## src/rtl/ctrl_pkg.sv

```systemverilog
// Shared definitions for the block transfer sequencer: FSM state encoding,
// transfer stride, addressing-mode codes and a register-list popcount.
package ctrl_pkg;

  typedef enum logic [1:0] {
    ST_IDLE  = 2'd0,
    ST_SETUP = 2'd1,
    ST_XFER  = 2'd2,
    ST_DONE  = 2'd3
  } state_t;

  localparam int unsigned WORD_BYTES = 4;

  // Addressing modes encoded as {pre, up}
  localparam logic [1:0] MODE_DA = 2'b00;
  localparam logic [1:0] MODE_IA = 2'b01;
  localparam logic [1:0] MODE_DB = 2'b10;
  localparam logic [1:0] MODE_IB = 2'b11;

  // Number of registers selected in a 16-bit list (0..16)
  function automatic logic [4:0] popcount16(input logic [15:0] v);
    logic [4:0] c;
    c = '0;
    for (int i = 0; i < 16; i++) begin
      c = c + 5'(v[i]);
    end
    return c;
  endfunction

endpackage

```

## src/rtl/lowest_set_bit_encoder.sv

```systemverilog
// Fixed-priority encoder: index of the lowest set bit of a 16-bit vector.
// Ports: vec (in, 16) ; idx (out, 4) lowest set bit index ; valid (out) any bit set.
module lowest_set_bit_encoder (
  input  logic [15:0] vec,
  output logic [3:0]  idx,
  output logic        valid
);

  logic [7:0] half8;
  logic [3:0] half4;
  logic [1:0] half2;

  // Binary search: at each level pick the lower half if it holds any set bit
  always_comb begin
    idx[3] = ~|vec[7:0];
    half8  = idx[3] ? vec[15:8] : vec[7:0];
    idx[2] = ~|half8[3:0];
    half4  = idx[2] ? half8[7:4] : half8[3:0];
    idx[1] = ~|half4[1:0];
    half2  = idx[1] ? half4[3:2] : half4[1:0];
    idx[0] = ~half2[0];
    valid  = |vec;
  end

endmodule

```

## src/rtl/block_transfer_sequencer.sv

```systemverilog
// Load/store-multiple sequencer. Walks a captured 16-bit register list from the
// lowest register upward, issuing one memory access per selected register at
// ascending word addresses, and produces the base-register writeback value.
// Ports:
//   clk, reset_n                   clock, async active-low reset
//   start, reg_list, base_addr     request and operands (sampled in IDLE only)
//   load, up, pre, writeback       transfer direction / addressing mode / base update
//   mem_ready                      memory completes the current access
//   reg_addr, mem_addr             register and word address of current access
//   mem_req, mem_rw                access request and direction (1 = read)
//   reg_we                         register-file write strobe for load data
//   wb_we, wb_value                base writeback strobe and value
//   busy, done                     activity flag and one-cycle completion pulse
module block_transfer_sequencer #(
  parameter int unsigned ADDR_W     = 32,
  parameter int unsigned WORD_BYTES = ctrl_pkg::WORD_BYTES
) (
  input  logic              clk,
  input  logic              reset_n,
  input  logic              start,
  input  logic [15:0]       reg_list,
  input  logic [ADDR_W-1:0] base_addr,
  input  logic              load,
  input  logic              up,
  input  logic              pre,
  input  logic              writeback,
  input  logic              mem_ready,
  output logic [3:0]        reg_addr,
  output logic [ADDR_W-1:0] mem_addr,
  output logic              mem_req,
  output logic              mem_rw,
  output logic              reg_we,
  output logic              wb_we,
  output logic [ADDR_W-1:0] wb_value,
  output logic              busy,
  output logic              done
);

  import ctrl_pkg::*;

  localparam logic [ADDR_W-1:0] STRIDE = ADDR_W'(WORD_BYTES);

  state_t            state_q, state_d;
  logic [15:0]       list_q;
  logic [ADDR_W-1:0] base_q;
  logic [ADDR_W-1:0] cur_addr_q;
  logic [ADDR_W-1:0] wb_value_q;
  logic [4:0]        n_q;
  logic              load_q, up_q, pre_q, wb_q;

  logic [4:0]        n_c;
  logic [ADDR_W-1:0] span_c;
  logic [ADDR_W-1:0] first_addr_c;
  logic [15:0]       list_rest_c;
  logic              last_c;
  logic [3:0]        lsb_idx;
  logic              lsb_valid;

  lowest_set_bit_encoder u_lsb (
    .vec   (list_q),
    .idx   (lsb_idx),
    .valid (lsb_valid)
  );

  // Setup arithmetic and lowest-bit clear (x & (x-1) drops the lowest set bit)
  always_comb begin
    n_c         = popcount16(list_q);
    span_c      = ADDR_W'(n_c) * STRIDE;
    list_rest_c = list_q & 16'(list_q - 16'd1);
    last_c      = (list_rest_c == 16'd0);
    unique case ({pre_q, up_q})
      MODE_IA: first_addr_c = base_q;
      MODE_IB: first_addr_c = base_q + STRIDE;
      MODE_DA: first_addr_c = base_q - span_c + STRIDE;
      default: first_addr_c = base_q - span_c;  // MODE_DB
    endcase
  end

  // State register
  always_ff @(posedge clk or negedge reset_n) begin
    if (!reset_n) begin
      state_q <= ST_IDLE;
    end else begin
      state_q <= state_d;
    end
  end

  // Captured operands, walking list and current address
  always_ff @(posedge clk or negedge reset_n) begin
    if (!reset_n) begin
      list_q     <= '0;
      base_q     <= '0;
      cur_addr_q <= '0;
      wb_value_q <= '0;
      n_q        <= '0;
      load_q     <= 1'b0;
      up_q       <= 1'b0;
      pre_q      <= 1'b0;
      wb_q       <= 1'b0;
    end else begin
      unique case (state_q)
        ST_IDLE: begin
          if (start) begin
            list_q <= reg_list;
            base_q <= base_addr;
            load_q <= load;
            up_q   <= up;
            pre_q  <= pre;
            wb_q   <= writeback;
          end
        end
        ST_SETUP: begin
          n_q        <= n_c;
          cur_addr_q <= first_addr_c;
          wb_value_q <= up_q ? (base_q + span_c) : (base_q - span_c);
        end
        ST_XFER: begin
          if (mem_ready) begin
            list_q     <= list_rest_c;
            cur_addr_q <= cur_addr_q + STRIDE;
          end
        end
        default: ;
      endcase
    end
  end

  // Next state and output decode
  always_comb begin
    state_d  = state_q;
    busy     = 1'b0;
    mem_req  = 1'b0;
    mem_rw   = 1'b0;
    reg_we   = 1'b0;
    reg_addr = '0;
    mem_addr = '0;
    done     = 1'b0;
    wb_we    = 1'b0;
    unique case (state_q)
      ST_IDLE: begin
        if (start) state_d = ST_SETUP;
      end
      ST_SETUP: begin
        busy    = 1'b1;
        state_d = (n_c == 5'd0) ? ST_DONE : ST_XFER;
      end
      ST_XFER: begin
        busy = 1'b1;
        if (lsb_valid) begin
          mem_req  = 1'b1;
          mem_rw   = load_q;
          reg_addr = lsb_idx;
          mem_addr = cur_addr_q;
          reg_we   = load_q & mem_ready;
        end
        if (mem_ready && last_c) state_d = ST_DONE;
      end
      default: begin  // ST_DONE
        busy    = 1'b1;
        done    = 1'b1;
        wb_we   = wb_q & (n_q != 5'd0);
        state_d = ST_IDLE;
      end
    endcase
  end

  assign wb_value = wb_value_q;

endmodule

```

## config.mk

```make
export PLATFORM = sky130hd
export DESIGN_NAME = block_transfer_sequencer
export DESIGN_NICKNAME = d
export VERILOG_FILES = /design/src/rtl/ctrl_pkg.sv /design/src/rtl/lowest_set_bit_encoder.sv /design/src/rtl/block_transfer_sequencer.sv
export SDC_FILE = /design/constraint.sdc
export NUM_CORES = 1
export LEC_CHECK = 0
export CAP_MARGIN = 10
export CELL_PAD_IN_SITES_DETAIL_PLACEMENT = 1
export CELL_PAD_IN_SITES_GLOBAL_PLACEMENT = 1
export CORE_MARGIN = 2
export CORE_UTILIZATION = 40
export DETAILED_ROUTE_END_ITERATION = 10
export PLACE_DENSITY = 0.84
export SLEW_MARGIN = 30
export SYNTH_ARGS = -nofsm -noshare
export SYNTH_HDL_FRONTEND = slang
export SYNTH_HIERARCHICAL = 1
export SYNTH_SLANG_ARGS = --single-unit
```

## constraint.sdc

```tcl
create_clock -name clk -period 11.7 [get_ports clk]
set_input_delay 2.925 -clock clk [delete_from_list [all_inputs] [get_ports clk]]
set_output_delay 2.925 -clock clk [all_outputs]
set_load 0.02 [all_outputs]
```

After elaboration in Yosys (flattened, before gate mapping)
Cells that the tools add are included.
{"block": "word_totals", "register_bits": 123, "input_bits": 56, "out_inout_bits": 74, "elab_cells": 89}
{"block": "op_classes", "addsub": 21, "n_eq_ne": 7, "muxes": 27, "bitwise_logic": 4, "reduce_logical": 20}
{"cell": "32-bit 2-to-1 mux", "count": 4}
{"cell": "32-bit by 3-bit adder with 32-bit output, second input constant", "count": 3}
{"cell": "32-bit case mux with 3 select lines", "count": 1}
{"cell": "32-bit case mux with 2 select lines", "count": 1}
{"cell": "5-bit by 1-bit adder with 5-bit output", "count": 11}
{"cell": "32-bit by 7-bit adder with 32-bit output", "count": 1}
{"cell": "16-bit 2-to-1 mux", "count": 2}
{"cell": "16-bit case mux with 2 select lines", "count": 1}
{"cell": "32-bit by 7-bit subtractor with 32-bit output", "count": 1}
{"cell": "16-bit bitwise AND", "count": 1}
{"cell": "16-bit zero test", "count": 1}
{"cell": "16-bit OR reduction", "count": 1}
{"cell": "16-bit by 1-bit subtractor with 16-bit output, second input constant", "count": 1}
{"cell": "1-bit 2-to-1 mux", "count": 11}
{"cell": "4-bit 2-to-1 mux", "count": 2}
{"cell": "8-bit OR reduction", "count": 1}
{"cell": "7-bit 2-to-1 mux", "count": 1}
{"cell": "2-bit != test, second input constant", "count": 3}
{"cell": "2-bit case mux with 3 select lines", "count": 1}
{"cell": "2-bit AND reduction", "count": 3}
{"cell": "4-bit by 1-bit adder with 5-bit output", "count": 1}
{"cell": "5-bit zero test", "count": 1}
{"cell": "5-bit nonzero test", "count": 1}
{"cell": "3-bit by 1-bit adder with 4-bit output", "count": 1}
{"cell": "other kinds (16)", "count": 24}

Logic depth before layout (Yosys ltp)
{"block": "depth", "ltp_word": 19, "mapped_depth": 22, "depth_no_buf": 22}

Modules after synthesis
Netlist, hierarchy kept.
{"module": "block_transfer_sequencer", "n_inst": 1, "cells_per_inst": 1172, "area_per_inst_um2": 10007.1, "seq_area_each_um2": 3078.0}
{"module": "lowest_set_bit_encoder", "n_inst": 1, "cells_per_inst": 29, "area_per_inst_um2": 183.9, "seq_area_each_um2": 0.0}

Worst setup path before layout
Ideal clock, no wire load.
{"block": "synth_path", "path_kind": "in2out", "startpoint": "input mem_ready", "endpoint": "output reg_we", "arrival_time_ns": 3.425, "slack_ns": 5.350, "path_stages": 2, "cell_sequence": "clkbuf_1 and2_1"}
{"block": "synth_between", "elab_chain_len": 3}
{"element": "start, declared", "line": "block_transfer_sequencer.sv:27", "text": "input logic mem_ready,"}
{"element": "1-bit bitwise AND", "line": "block_transfer_sequencer.sv:154", "text": "reg_we = load_q & mem_ready;"}
{"element": "1-bit 2-to-1 mux", "line": "block_transfer_sequencer.sv:149", "text": "if (lsb_valid) begin"}
{"element": "1-bit 2-to-1 mux", "line": "block_transfer_sequencer.sv:139", "text": "unique case (state_q)"}
{"element": "end, declared", "line": "block_transfer_sequencer.sv:32", "text": "output logic reg_we,"}
Every way passes these cells.

Worst setup path after layout
Same ends and word-level chain as after synthesis.

==> impl_metrics.py <==
metrics = {
    "critical_path": {
        "path_class": "input port to primary output",
        "crit_chain": "clkdlybuf4s50_1 > and2_1 > clkdlybuf4s50_1",
        "r2r_cells": 20,
        "slowest_stage": "clkdlybuf4s50_1",
        "crit_arrival_ns": 4.53,
        "crit_top_cell": "clkdlybuf4s50_1",
        "critical_path.max_stage_delay_ns": 0.81,
        "required_ns": 8.78,
        "worstPathMaxFanout": 13,
        "end_kind": "primary output",
        "startpoint_type": "input port",
    },
    "place": {
        "io_buffers": 129,
        "dp.final_hpwl_mm": 24.29,
        "routabilityCongestion": 0.9361,
    },
    "sta": {
        "rsz0062_at_grt": "false",
        "setup_violations": 0,
        "drv_slew": 0,
        "max_freq_mhz": 134.2,
        "setup-tns-final_ns": 0,
        "fin_crit_sh_pct": 63.70,
        "slew_headroom_pct": 37.16,
        "hold_viol_final": 0,
        "period_minus_slack_ns": 7.453,
        "worst_pin_slew_ns": 0.9353,
        "fin_worst_skew_ns": 0.01515,
    },
    "final_layout": {
        "diodes": 0,
        "final_cell_mix": "clkdlybuf4s50_1, dfrtp_1, nand2_1",
        "ff_latch_area_um2": 3078,
        "layout_commonest_cell": "clkdlybuf4s50_1",
        "fin_util_pct": 48.86,
        "layout.nets": 1372,
        "area_growth_pct": 20.39,
        "fillCellCount": 2978,
        "multi_input_area_um2": 6599,
        "drive_above_1_share_pct": 11.56,
    },
    "run": {
        "drv_cap": 0,
    },
    "route": {
        "drt_wl_total_mm": 34.03,
        "dr.pass1.iters": 5,
        "vias_per_cell": 6.023,
        "initialDrtViolationCount": 793,
        "vias": 9751,
        "route.antenna.remaining_nets": 0,
        "drcViolationCount": 0,
        "wl_per_cell_um": 21.02,
    },
    "yosys": {
        "synth_edf_count": 0,
        "seq_area_frac_synth_pct": 30.20,
        "synth_top_area_share_pct": 30.20,
        "synth_nets": 1296,
        "synth-seq-cells": 123,
        "yosys.area.top_type": "dfrtp_1",
        "syn-instance-count": 1201,
        "synth_area_leaders": "dfrtp_1, mux2_2, nand2_1, xor2_1, xnor2_1",
        "syn_area_um2": 10190,
        "postSynthAreaPerCell_um2": 8.485,
        "yosys_warnings": 6,
        "ys_types": 85,
        "synth_flop_cell": "dfrtp_1",
        "synthArstFlopShare_pct": 100.0,
    },
    "cts": {
        "htreeDepth": 4,
        "cts_hold_buf": 0,
        "clk_pin_slew_worst_paths_ns": 0.06,
        "numCtsBuffers": 17,
        "insertion_delay_ns": 0.43,
        "cts-root-buf": "clkbuf_16",
        "clockBufferDepth": 2,
        "cts_sinks": 123,
        "cts_tree": "yes",
        "post-cts-setup-buffers": 0,
        "cts_resized": 0,
    },
    "global_routing": {
        "overflow": 0,
        "track_usage_pct": 26.01,
        "antenna_found_initial": 0,
        "grt_pass1_wl_mm": 55.61,
        "grt_start_max_net_pins": 72,
        "grt_pass1_vias": 10070,
    },
    "die": {
        "start_util_pct": 40.59,
        "core_um2": 25110,
        "die_h_um": 163.6,
        "die-area_um2": 26770,
        "fp.dieW_um": 163.6,
        "ios": 130,
        "std_cell_rows": 58,
    },
    "worst_hold_path": {
        "hold_path_class": "flop to flop",
        "min_path_cells": 1,
    },
    "outcome": {
        "status": "completed",
    },
}
final cells by class:
type                       instances  share of cell area [%]
inverter                          54                   1.652
clock inverter                    13                   1.377
sequential                       123                   25.09
clock buffer                      18                   3.579
tap                              330                   3.365
multi-input combinational        943                   53.78
timing repair buffer             138                   11.16
cells in the mapped netlist, drive strengths merged (10+ instances only):
master / instances
nand4: 17
nor4: 13
a21oi: 63
inv: 54
xor2: 44
nand3: 39
o22ai: 13
a31oi: 10
o31ai: 11
clkbuf: 60
buf: 21
or4: 12
nor2: 84
mux2: 69
dfrtp: 123
xnor2: 43
or3: 20
and3: 50
o21ai: 77
ha: 27
nor3: 44
fa: 12
nand2: 106
nand2b: 13
a21o: 16
nor2b: 11
worst max-delay path, delay by kind of cell:
kind	cells	cell delay, ns
simple gates	1	0.20
buf+inv	2	1.40
state kept, by name, summed over array words and instances, names as in the netlist:
name	flops
base_q	32
cur_addr_q	32
wb_value	32
list_q	16
n_q	5
state_q	2
load_q	1
pre_q	1
up_q	1
wb_q	1
per-stage QoR:
step	instances	area [um2]	worst slack, ns	hold WS (ns)
after floorplan	1201	10190	5.350	0.4604
after global placement	1587	11620	4.278	0.4816
after detailed placement	1587	11630	4.256	0.4912
after CTS	1618	12240	4.253	0.5044
after global routing	1619	12270	4.128	0.5259
final	1619	12270	4.247	0.5027
metal layers:
| layer | share of wire (%) | vias to the layer above | GRT usage [%] |
|---|---|---|---|
| met2 | 46 | 322 | 40.81 |
| li1 | - | 4518 | - |
| met1 | 46 | 4858 | 36.09 |
| met3 | 5.7 | 53 | 4.901 |
| met4 | 2.1 | 0 | 8.413 |
| met5 | 0 | - | 0 |
logic make-up (layout without fill, tap and decap cells):
| kind of cell | after synthesis | count (layout) | share of synthesized area (%) |
|---|---|---|---|
| simple gates | 448 | 448 | 23.50 |
| buf+inv | 135 | 223 | 5.353 |
| xor+xnor | 87 | 87 | 7.477 |
| compound gates | 289 | 289 | 19.08 |
| flops | 123 | 123 | 30.20 |
| fa+ha+maj | 42 | 42 | 5.979 |
| mux | 77 | 77 | 8.410 |
path summary, 6_finish.rpt:
kind	start	to	slack, ns
hold / removal	load_q	load_q	0.50
min in group asynchronous	reset_n	base_q[29]	2.55
setup reg to reg	list_q[9]	cur_addr_q[21]	4.59
hold reg to reg	load_q	load_q	0.50
setup / recovery	mem_ready	reg_we	4.25
max in group asynchronous	reset_n	cur_addr_q[14]	7.89
Power is left out: the tool's default activity adds up to more than one toggle a clock period on the data nets, which glitch-free logic cannot reach.
